[src/rtl/reg_file_alu_ctrl_pkg.sv]
// reg_file_alu_ctrl_pkg: opcode, ALU-control and FSM-state types shared by the control unit.
package reg_file_alu_ctrl_pkg;
  typedef enum logic [3:0] {
    OPC_ADD, OPC_SUB, OPC_AND, OPC_OR, OPC_ADDI, OPC_SUBI, OPC_ANDI, OPC_ORI,
    OPC_BEQ, OPC_JMP, OPC_NOPA, OPC_NOPB, OPC_NOPC, OPC_NOPD, OPC_NOPE, OPC_HALT
  } opcode_e;
  typedef enum logic [1:0] {ALU_ADD, ALU_SUB, ALU_AND, ALU_OR} alu_ctrl_e;
  typedef enum logic [2:0] {IDLE, FETCH, DECODE, EXEC, HALT} state_e;
  localparam opcode_e OP_HALT = OPC_HALT;
  localparam opcode_e OP_JMP  = OPC_JMP;
  localparam opcode_e OP_BEQ  = OPC_BEQ;
  typedef struct packed {
    logic [3:0] ra1;
    logic [3:0] ra2;
    logic [3:0] wa;
    logic [7:0] imm;
    alu_ctrl_e  alu_ctrl;
    logic       alu_src;
    logic       is_write;
    logic       is_beq;
    logic       is_jmp;
    logic       is_halt;
    logic [3:0] offset;
    logic [7:0] target;
  } dec_t;
endpackage

[src/rtl/reg_file_alu_ctrl_if.sv]
// reg_file_alu_ctrl_if: instruction-memory fetch handshake between control unit and memory.
interface reg_file_alu_ctrl_if #(
  parameter int PC_WIDTH    = 8,
  parameter int INSTR_WIDTH = 16
);
  logic                   imem_req;
  logic [PC_WIDTH-1:0]    imem_addr;
  logic [INSTR_WIDTH-1:0] imem_data;
  logic                   imem_valid;
  modport master (output imem_req, imem_addr, input imem_data, imem_valid);
  modport slave  (input imem_req, imem_addr, output imem_data, imem_valid);
endinterface

[src/rtl/reg_file_alu_ctrl_decode.sv]
// ctrl_instr_decode: combinational split of an instruction word into datapath fields and op class.
module ctrl_instr_decode
  import reg_file_alu_ctrl_pkg::*;
(
  input  logic [15:0] ir,
  output dec_t        dec
);
  opcode_e op;
  logic    r_type, i_type, is_alu;
  assign op     = opcode_e'(ir[15:12]);
  assign is_alu = ~ir[15];
  assign r_type = is_alu & ~ir[14];
  assign i_type = is_alu & ir[14];
  always_comb begin
    dec          = '0;
    dec.is_beq   = op == OP_BEQ;
    dec.is_jmp   = op == OP_JMP;
    dec.is_halt  = op == OP_HALT;
    dec.ra1      = (r_type | dec.is_beq) ? ir[7:4] : i_type ? ir[11:8] : 4'h0;
    dec.ra2      = (r_type | dec.is_beq) ? ir[3:0] : 4'h0;
    dec.wa       = is_alu ? ir[11:8] : 4'h0;
    dec.imm      = i_type ? ir[7:0] : 8'h0;
    dec.alu_ctrl = is_alu ? alu_ctrl_e'(ir[13:12]) : dec.is_beq ? ALU_SUB : ALU_ADD;
    dec.alu_src  = i_type;
    dec.is_write = is_alu;
    dec.offset   = dec.is_beq ? ir[11:8] : 4'h0;
    dec.target   = dec.is_jmp ? ir[7:0] : 8'h0;
  end
endmodule

[src/rtl/reg_file_alu_ctrl.sv]
// reg_file_alu_ctrl: multi-cycle fetch/decode/exec control unit for the reg_file_alu datapath.
// Define RETIRE_CNT_EN to add the saturating retired_cnt output.
module reg_file_alu_ctrl
  import reg_file_alu_ctrl_pkg::*;
#(
  parameter int PC_WIDTH    = 8,
  parameter int INSTR_WIDTH = 16
) (
  input  logic                CLK,
  input  logic                RESETn,
  input  logic                start,
  reg_file_alu_ctrl_if.master imem,
  input  logic                Zero,
  output logic [3:0]          RA1,
  output logic [3:0]          RA2,
  output logic [3:0]          WA,
  output logic [7:0]          immediate,
  output logic [1:0]          ALUControl,
  output logic                ALUSrc,
  output logic                write_enable,
  output logic                halted
`ifdef RETIRE_CNT_EN
  ,
  output logic [15:0]         retired_cnt
`endif
);
  state_e                 state_q, state_d;
  logic [PC_WIDTH-1:0]    pc_q, pc_d, pc_inc, pc_br;
  logic [INSTR_WIDTH-1:0] ir_q, ir_d;
  logic                   imem_req_q, imem_req_d;
  logic                   write_enable_q, write_enable_d;
  logic                   halted_q, halted_d;
  logic                   alu_src_q, alu_src_d;
  logic [3:0]             ra1_q, ra1_d, ra2_q, ra2_d, wa_q, wa_d;
  logic [7:0]             imm_q, imm_d;
  alu_ctrl_e              alu_q, alu_d;
  dec_t                   dec;
`ifdef RETIRE_CNT_EN
  logic [15:0]            retired_cnt_q, retired_cnt_d;
  assign retired_cnt   = retired_cnt_q;
  assign retired_cnt_d = (state_q == EXEC && retired_cnt_q != 16'hFFFF) ? retired_cnt_q + 16'd1 : retired_cnt_q;
`endif

  ctrl_instr_decode u_dec (.ir(ir_q), .dec(dec));

  assign pc_inc         = pc_q + PC_WIDTH'(1);
  assign pc_br          = pc_inc + {{(PC_WIDTH-4){dec.offset[3]}}, dec.offset};
  assign imem.imem_req  = imem_req_q;
  assign imem.imem_addr = pc_q;
  assign RA1            = ra1_q;
  assign RA2            = ra2_q;
  assign WA             = wa_q;
  assign immediate      = imm_q;
  assign ALUControl     = alu_q;
  assign ALUSrc         = alu_src_q;
  assign write_enable   = write_enable_q;
  assign halted         = halted_q;

  always_comb begin
    state_d        = state_q;
    pc_d           = pc_q;
    ir_d           = ir_q;
    imem_req_d     = imem_req_q;
    write_enable_d = 1'b0;
    halted_d       = halted_q;
    ra1_d          = ra1_q;
    ra2_d          = ra2_q;
    wa_d           = wa_q;
    imm_d          = imm_q;
    alu_d          = alu_q;
    alu_src_d      = alu_src_q;
    case (state_q)
      IDLE: if (start) begin
        state_d    = FETCH;
        imem_req_d = 1'b1;
      end
      FETCH: if (imem.imem_valid) begin
        ir_d       = imem.imem_data;
        imem_req_d = 1'b0;
        state_d    = DECODE;
      end
      DECODE: begin
        ra1_d          = dec.ra1;
        ra2_d          = dec.ra2;
        wa_d           = dec.wa;
        imm_d          = dec.imm;
        alu_d          = dec.alu_ctrl;
        alu_src_d      = dec.alu_src;
        write_enable_d = dec.is_write;
        state_d        = EXEC;
      end
      EXEC: begin
        state_d    = dec.is_halt ? HALT : FETCH;
        imem_req_d = ~dec.is_halt;
        halted_d   = dec.is_halt;
        // Zero is only meaningful here, while the BEQ compare is on the datapath
        pc_d       = dec.is_halt ? pc_q : dec.is_jmp ? PC_WIDTH'(dec.target) : (dec.is_beq && Zero) ? pc_br : pc_inc;
      end
      default: ;
    endcase
  end

  always_ff @(posedge CLK or negedge RESETn) begin
    if (!RESETn) begin
      state_q        <= IDLE;
      pc_q           <= '0;
      ir_q           <= '0;
      imem_req_q     <= 1'b0;
      write_enable_q <= 1'b0;
      halted_q       <= 1'b0;
      ra1_q          <= '0;
      ra2_q          <= '0;
      wa_q           <= '0;
      imm_q          <= '0;
      alu_q          <= ALU_ADD;
      alu_src_q      <= 1'b0;
`ifdef RETIRE_CNT_EN
      retired_cnt_q  <= '0;
`endif
    end else begin
      state_q        <= state_d;
      pc_q           <= pc_d;
      ir_q           <= ir_d;
      imem_req_q     <= imem_req_d;
      write_enable_q <= write_enable_d;
      halted_q       <= halted_d;
      ra1_q          <= ra1_d;
      ra2_q          <= ra2_d;
      wa_q           <= wa_d;
      imm_q          <= imm_d;
      alu_q          <= alu_d;
      alu_src_q      <= alu_src_d;
`ifdef RETIRE_CNT_EN
      retired_cnt_q  <= retired_cnt_d;
`endif
    end
  end
endmodule

[src/flat_wrapper.sv]
// flat-port wrapper written by rule: the top's interface ports become plain ports
module reg_file_alu_ctrl_flat import reg_file_alu_ctrl_pkg::*;
#(
  parameter int PC_WIDTH    = 8,
  parameter int INSTR_WIDTH = 16
)
  (CLK, RESETn, start, Zero, RA1, RA2, WA, immediate, ALUControl, ALUSrc, write_enable, halted, imem_imem_req, imem_imem_addr, imem_imem_data, imem_imem_valid);
  reg_file_alu_ctrl_if #(.PC_WIDTH(PC_WIDTH), .INSTR_WIDTH(INSTR_WIDTH)) imem_i ();
  input  logic CLK;
  input  logic RESETn;
  input  logic start;
  input  logic Zero;
  output logic [3:0] RA1;
  output logic [3:0] RA2;
  output logic [3:0] WA;
  output logic [7:0] immediate;
  output logic [1:0] ALUControl;
  output logic ALUSrc;
  output logic write_enable;
  output logic halted;
  output wire logic [$bits(imem_i.imem_req)-1:0] imem_imem_req;
  output wire logic [$bits(imem_i.imem_addr)-1:0] imem_imem_addr;
  input wire logic [$bits(imem_i.imem_data)-1:0] imem_imem_data;
  input wire logic [$bits(imem_i.imem_valid)-1:0] imem_imem_valid;
  assign imem_imem_req = imem_i.imem_req;
  assign imem_imem_addr = imem_i.imem_addr;
  assign imem_i.imem_data = imem_imem_data;
  assign imem_i.imem_valid = imem_imem_valid;
  reg_file_alu_ctrl #(.PC_WIDTH(PC_WIDTH), .INSTR_WIDTH(INSTR_WIDTH)) u_core (.CLK(CLK), .RESETn(RESETn), .start(start), .imem(imem_i), .Zero(Zero), .RA1(RA1), .RA2(RA2), .WA(WA), .immediate(immediate), .ALUControl(ALUControl), .ALUSrc(ALUSrc), .write_enable(write_enable), .halted(halted));
endmodule
[config.mk]
export PLATFORM = sky130hd
export DESIGN_NAME = reg_file_alu_ctrl_flat
export DESIGN_NICKNAME = d
export VERILOG_FILES = /design/src/rtl/reg_file_alu_ctrl_pkg.sv /design/src/rtl/reg_file_alu_ctrl_if.sv /design/src/rtl/reg_file_alu_ctrl_decode.sv /design/src/rtl/reg_file_alu_ctrl.sv /design/src/flat_wrapper.sv
export SDC_FILE = /design/constraint.sdc
export NUM_CORES = 1
export LEC_CHECK = 0
export CAP_MARGIN = 20
export CORE_UTILIZATION = 35
export DETAILED_ROUTE_END_ITERATION = 10
export GPL_TIMING_DRIVEN = 1
export HOLD_SLACK_MARGIN = 0.12
export PLACE_DENSITY_LB_ADDON = 0.25
export SETUP_SLACK_MARGIN = 0.2
export SYNTH_ARGS = -nofsm -noshare
export SYNTH_HDL_FRONTEND = slang
export SYNTH_SLANG_ARGS = --single-unit
[constraint.sdc]
create_clock -name CLK -period 3.5 [get_ports CLK]
set_input_delay 0.875 -clock CLK [delete_from_list [all_inputs] [get_ports CLK]]
set_output_delay 0.875 -clock CLK [all_outputs]
set_load 0.005 [all_outputs]
==> out/qor.yml <==
clock_latency_ns: 0.31
yosys_warnings: 0
synth_nets: 328
synth_area_leaders: "dfrtp_1, nand2_1, mux2_2"
drt-initial-drc-count: 101
die_height_um: 91.85
fillCellCount: 755
grt_max_degree: 47
area.sequential_mm2: 0.001326
synth_most_common_cell: "nand2_1"
grt_use_total: 0.1751
worstMarginPinSlew_ns: 1.018
fin_crit_sh: 0.8022
busiest_layer: "met2"
layout_setup_ws_ns: 0.6924
grt-ovfl-total: 0
grt_use_met1: 0.2561
cpPeakStageDelay_ns: 0.45
post_dp_cell_area_mm2: 0.003476
crit_family: "simple AND/OR/NAND/NOR gates"
setup_viol: 0
relSlewSlack: 0.3199
worst_path_max_delay_cell: "dfrtp_1"
synth_cell_types: 55
yosysSeqAreaShare: 0.4694
core_area_mm2: 0.007767
period_minus_slack_ns: 2.808
antenna_left: 0
drive_gt1_frac: 0.1190
ir_worst_vdd_v: 0.0003238
holdPathStages: 2
status: "finished, final reports clean"
hold_viol: 0
io_pins: 55
clk_path_buf_depth: 2
async_flop_share: 1.000
h-tree-depth: 2
syn_to_final_growth_pct: 26.13
path_depth: 12
cp.required_ns: 3.74
root_buffer: "clkbuf_8"
critical_path_class: "reg -> reg"
critPathLaunchType: "register"
grt_util_met3: 0.02653
yosysTopAreaCellShare: 0.4694
crit_fanout: 11
met2_usage: 0.2687
power_leakage_nw: 1.497
clkTransAtPathRegs_ns: 0.10
antenna_found_initial: 0
tns_ns: 0
ctsHoldBuffers: 0
r2r_setup_slack_ns: 0.69
synth_area_mm2: 0.002825
vias: 2408
fin_skew_ns: 0.007870
synth_flop_cell: "dfrtp_1"
synth_area_per_cell_um2: 9.417
n_antenna_cell: 0
maxCapViolations: 0
crit_arrival_ns: 3.05
ctsResizeCount: 0
fmax_mhz: 356.2
min_path_type: "reg -> reg"
path_buf_inv: 2
cts_tree: "yes"
die_x_um: 91.85
powerDensity_mw_per_mm2: 814.3
dp_slack_ns: 0.7298
cts_inserted_buffers: 5
multi_input_area_mm2: 0.001419
drc_errors: 0
finalMaxSlewViolations: 0
design_area_mm2: 0.003563
grt_pass1_vias: 2295
post-cts-setup-buffer-count: 0
dp_hpwl_um: 5130
hold_slack_ns: 0.4916
ys_top_cells_by_count: "nand2_1, dfrtp_1, o21ai_0"
vias_per_cell: 5.292
dieArea_mm2: 0.008436
wl_per_cell_um: 15.36
clock_sinks: 53
ys_ff_latch: 53
ff2ff_path_depth: 12
grt_pass1_wl_um: 11610
port_buffers: 54
yosysTopAreaCell: "dfrtp_1"
syn_inst: 300
dr.pass1.iters: 4
gp_congestion: 0.8208
path_cells: "nor4b_2 -> buf_4 -> and2_1 -> ha_1 -> inv_1 -> fa_1 -> nand2b_1 -> a21oi_1 -> o21ai_0 -> and4b_1 -> a211o_1 -> nand4_1"
wirelength_um: 6990
rows: 32
synth_edf_count: 0
start_util: 0.3637
end_kind: "register"
rsz0062_at_grt: "false"
nNetsFinal: 380
state kept, by name, indices dropped and copies added (netlist names):
register / cells
u_core.RA2: 4
u_core.RA1: 4
u_core.ir_q: 16
u_core.immediate: 8
u_core.imem.imem_addr: 8
u_core.imem.imem_req: 1
u_core.ALUSrc: 1
u_core.WA: 4
u_core.halted: 1
u_core.write_enable: 1
u_core.ALUControl: 2
u_core.state_q: 3
kinds of logic (layout without fill, tap and decap cells):
group | Yosys count | in the layout | share of synthesized area
compound gates | 73 | 73 | 0.1590
flops | 53 | 53 | 0.4694
mux | 19 | 19 | 0.07484
buf+inv | 22 | 75 | 0.03011
xor+xnor | 10 | 10 | 0.03100
fa+ha+maj | 7 | 7 | 0.03366
simple gates | 116 | 116 | 0.2020
layout by cell type, fill, tap and decap left out, drive strengths merged, types with 2 or more instances in the layout:
cell / synthesis / layout
a221oi: 2 / 2
a31oi: 2 / 2
ha: 6 / 6
nor4b: 2 / 2
a21o: 4 / 4
nor4: 2 / 2
nand4: 3 / 3
nand2b: 2 / 2
nor3: 4 / 4
inv: 8 / 8
and3: 3 / 3
a211oi: 2 / 2
dfrtp: 53 / 53
xnor2: 5 / 5
nand2: 54 / 54
a22oi: 5 / 5
o211ai: 4 / 4
a21oi: 9 / 9
clkdlybuf4s50: 0 / 53
or3b: 2 / 2
mux2: 17 / 17
nor2: 16 / 16
nand3: 12 / 12
clkbuf: 12 / 6
o21ai: 37 / 37
mux2i: 2 / 2
and4: 2 / 2
clkinvlp: 0 / 2
xor2: 5 / 5
a211o: 2 / 2
buf: 2 / 6
and2: 4 / 4
nor2b: 2 / 2
through the flow:
step           utilization  power, W  std cells
3_5_place_dp        0.4475  0.002571        447
6_report            0.4588  0.002902        455
5_1_grt             0.4588  0.003151        455
4_1_cts             0.4588  0.002929        455
2_1_floorplan            -  0.001944        300
3_3_place_gp        0.4475  0.002542        447
per-layer routing:
layer,routed length (µm),up-vias,share of wire
met4,69,0,0.0099
li1,-,1164,-
met5,0,-,0
met2,3205,53,0.46
met1,3444,1185,0.49
met3,270,6,0.039
worst reg2reg max path: cells and delay by family (launching register included):
family          cells  cell delay (ns)
simple gates        5             0.87
buf+inv             2             0.26
flops               1             0.45
compound gates      3             0.59
fa+ha+maj           2             0.57
final timing paths:
path / startpoint / end
min: u_core.immediate[0]$_DFFE_PN0N_ / u_core.immediate[0]$_DFFE_PN0N_
max reg2reg: u_core.ir_q[13]$_DFFE_PN0P_ / u_core.imem.imem_addr[6]$_DFFE_PN0P_
max: u_core.ir_q[13]$_DFFE_PN0P_ / u_core.imem.imem_addr[6]$_DFFE_PN0P_
max in group asynchronous: RESETn / u_core.imem.imem_addr[2]$_DFFE_PN0P_
min in group asynchronous: RESETn / u_core.WA[3]$_DFFE_PN0N_
min reg2reg: u_core.immediate[0]$_DFFE_PN0N_ / u_core.immediate[0]$_DFFE_PN0N_
cell type report:
| type | instances | area share |
|---|---|---|
| Clock inverter | 2 | 0.004213 |
| Timing Repair Buffer | 59 | 0.1608 |
| Multi-Input combinational cell | 225 | 0.3982 |
| Sequential cell | 53 | 0.3722 |
| Tap cell | 102 | 0.03581 |
| Clock buffer | 6 | 0.02037 |
| Inverter | 8 | 0.008427 |
power breakdown:
group | internal, W | total [W] | leakage (nW) | switching, W
combinational | 0.000718 | 0.00136 | 0.802 | 0.000645
sequential | 0.000882 | 0.00119 | 0.658 | 0.000305
clock | 0.000142 | 0.000351 | 0.0374 | 0.000210
total | 0.00174 | 0.00290 | 1.50 | 0.00116
Note: power is estimated with default switching activity, not from simulation.
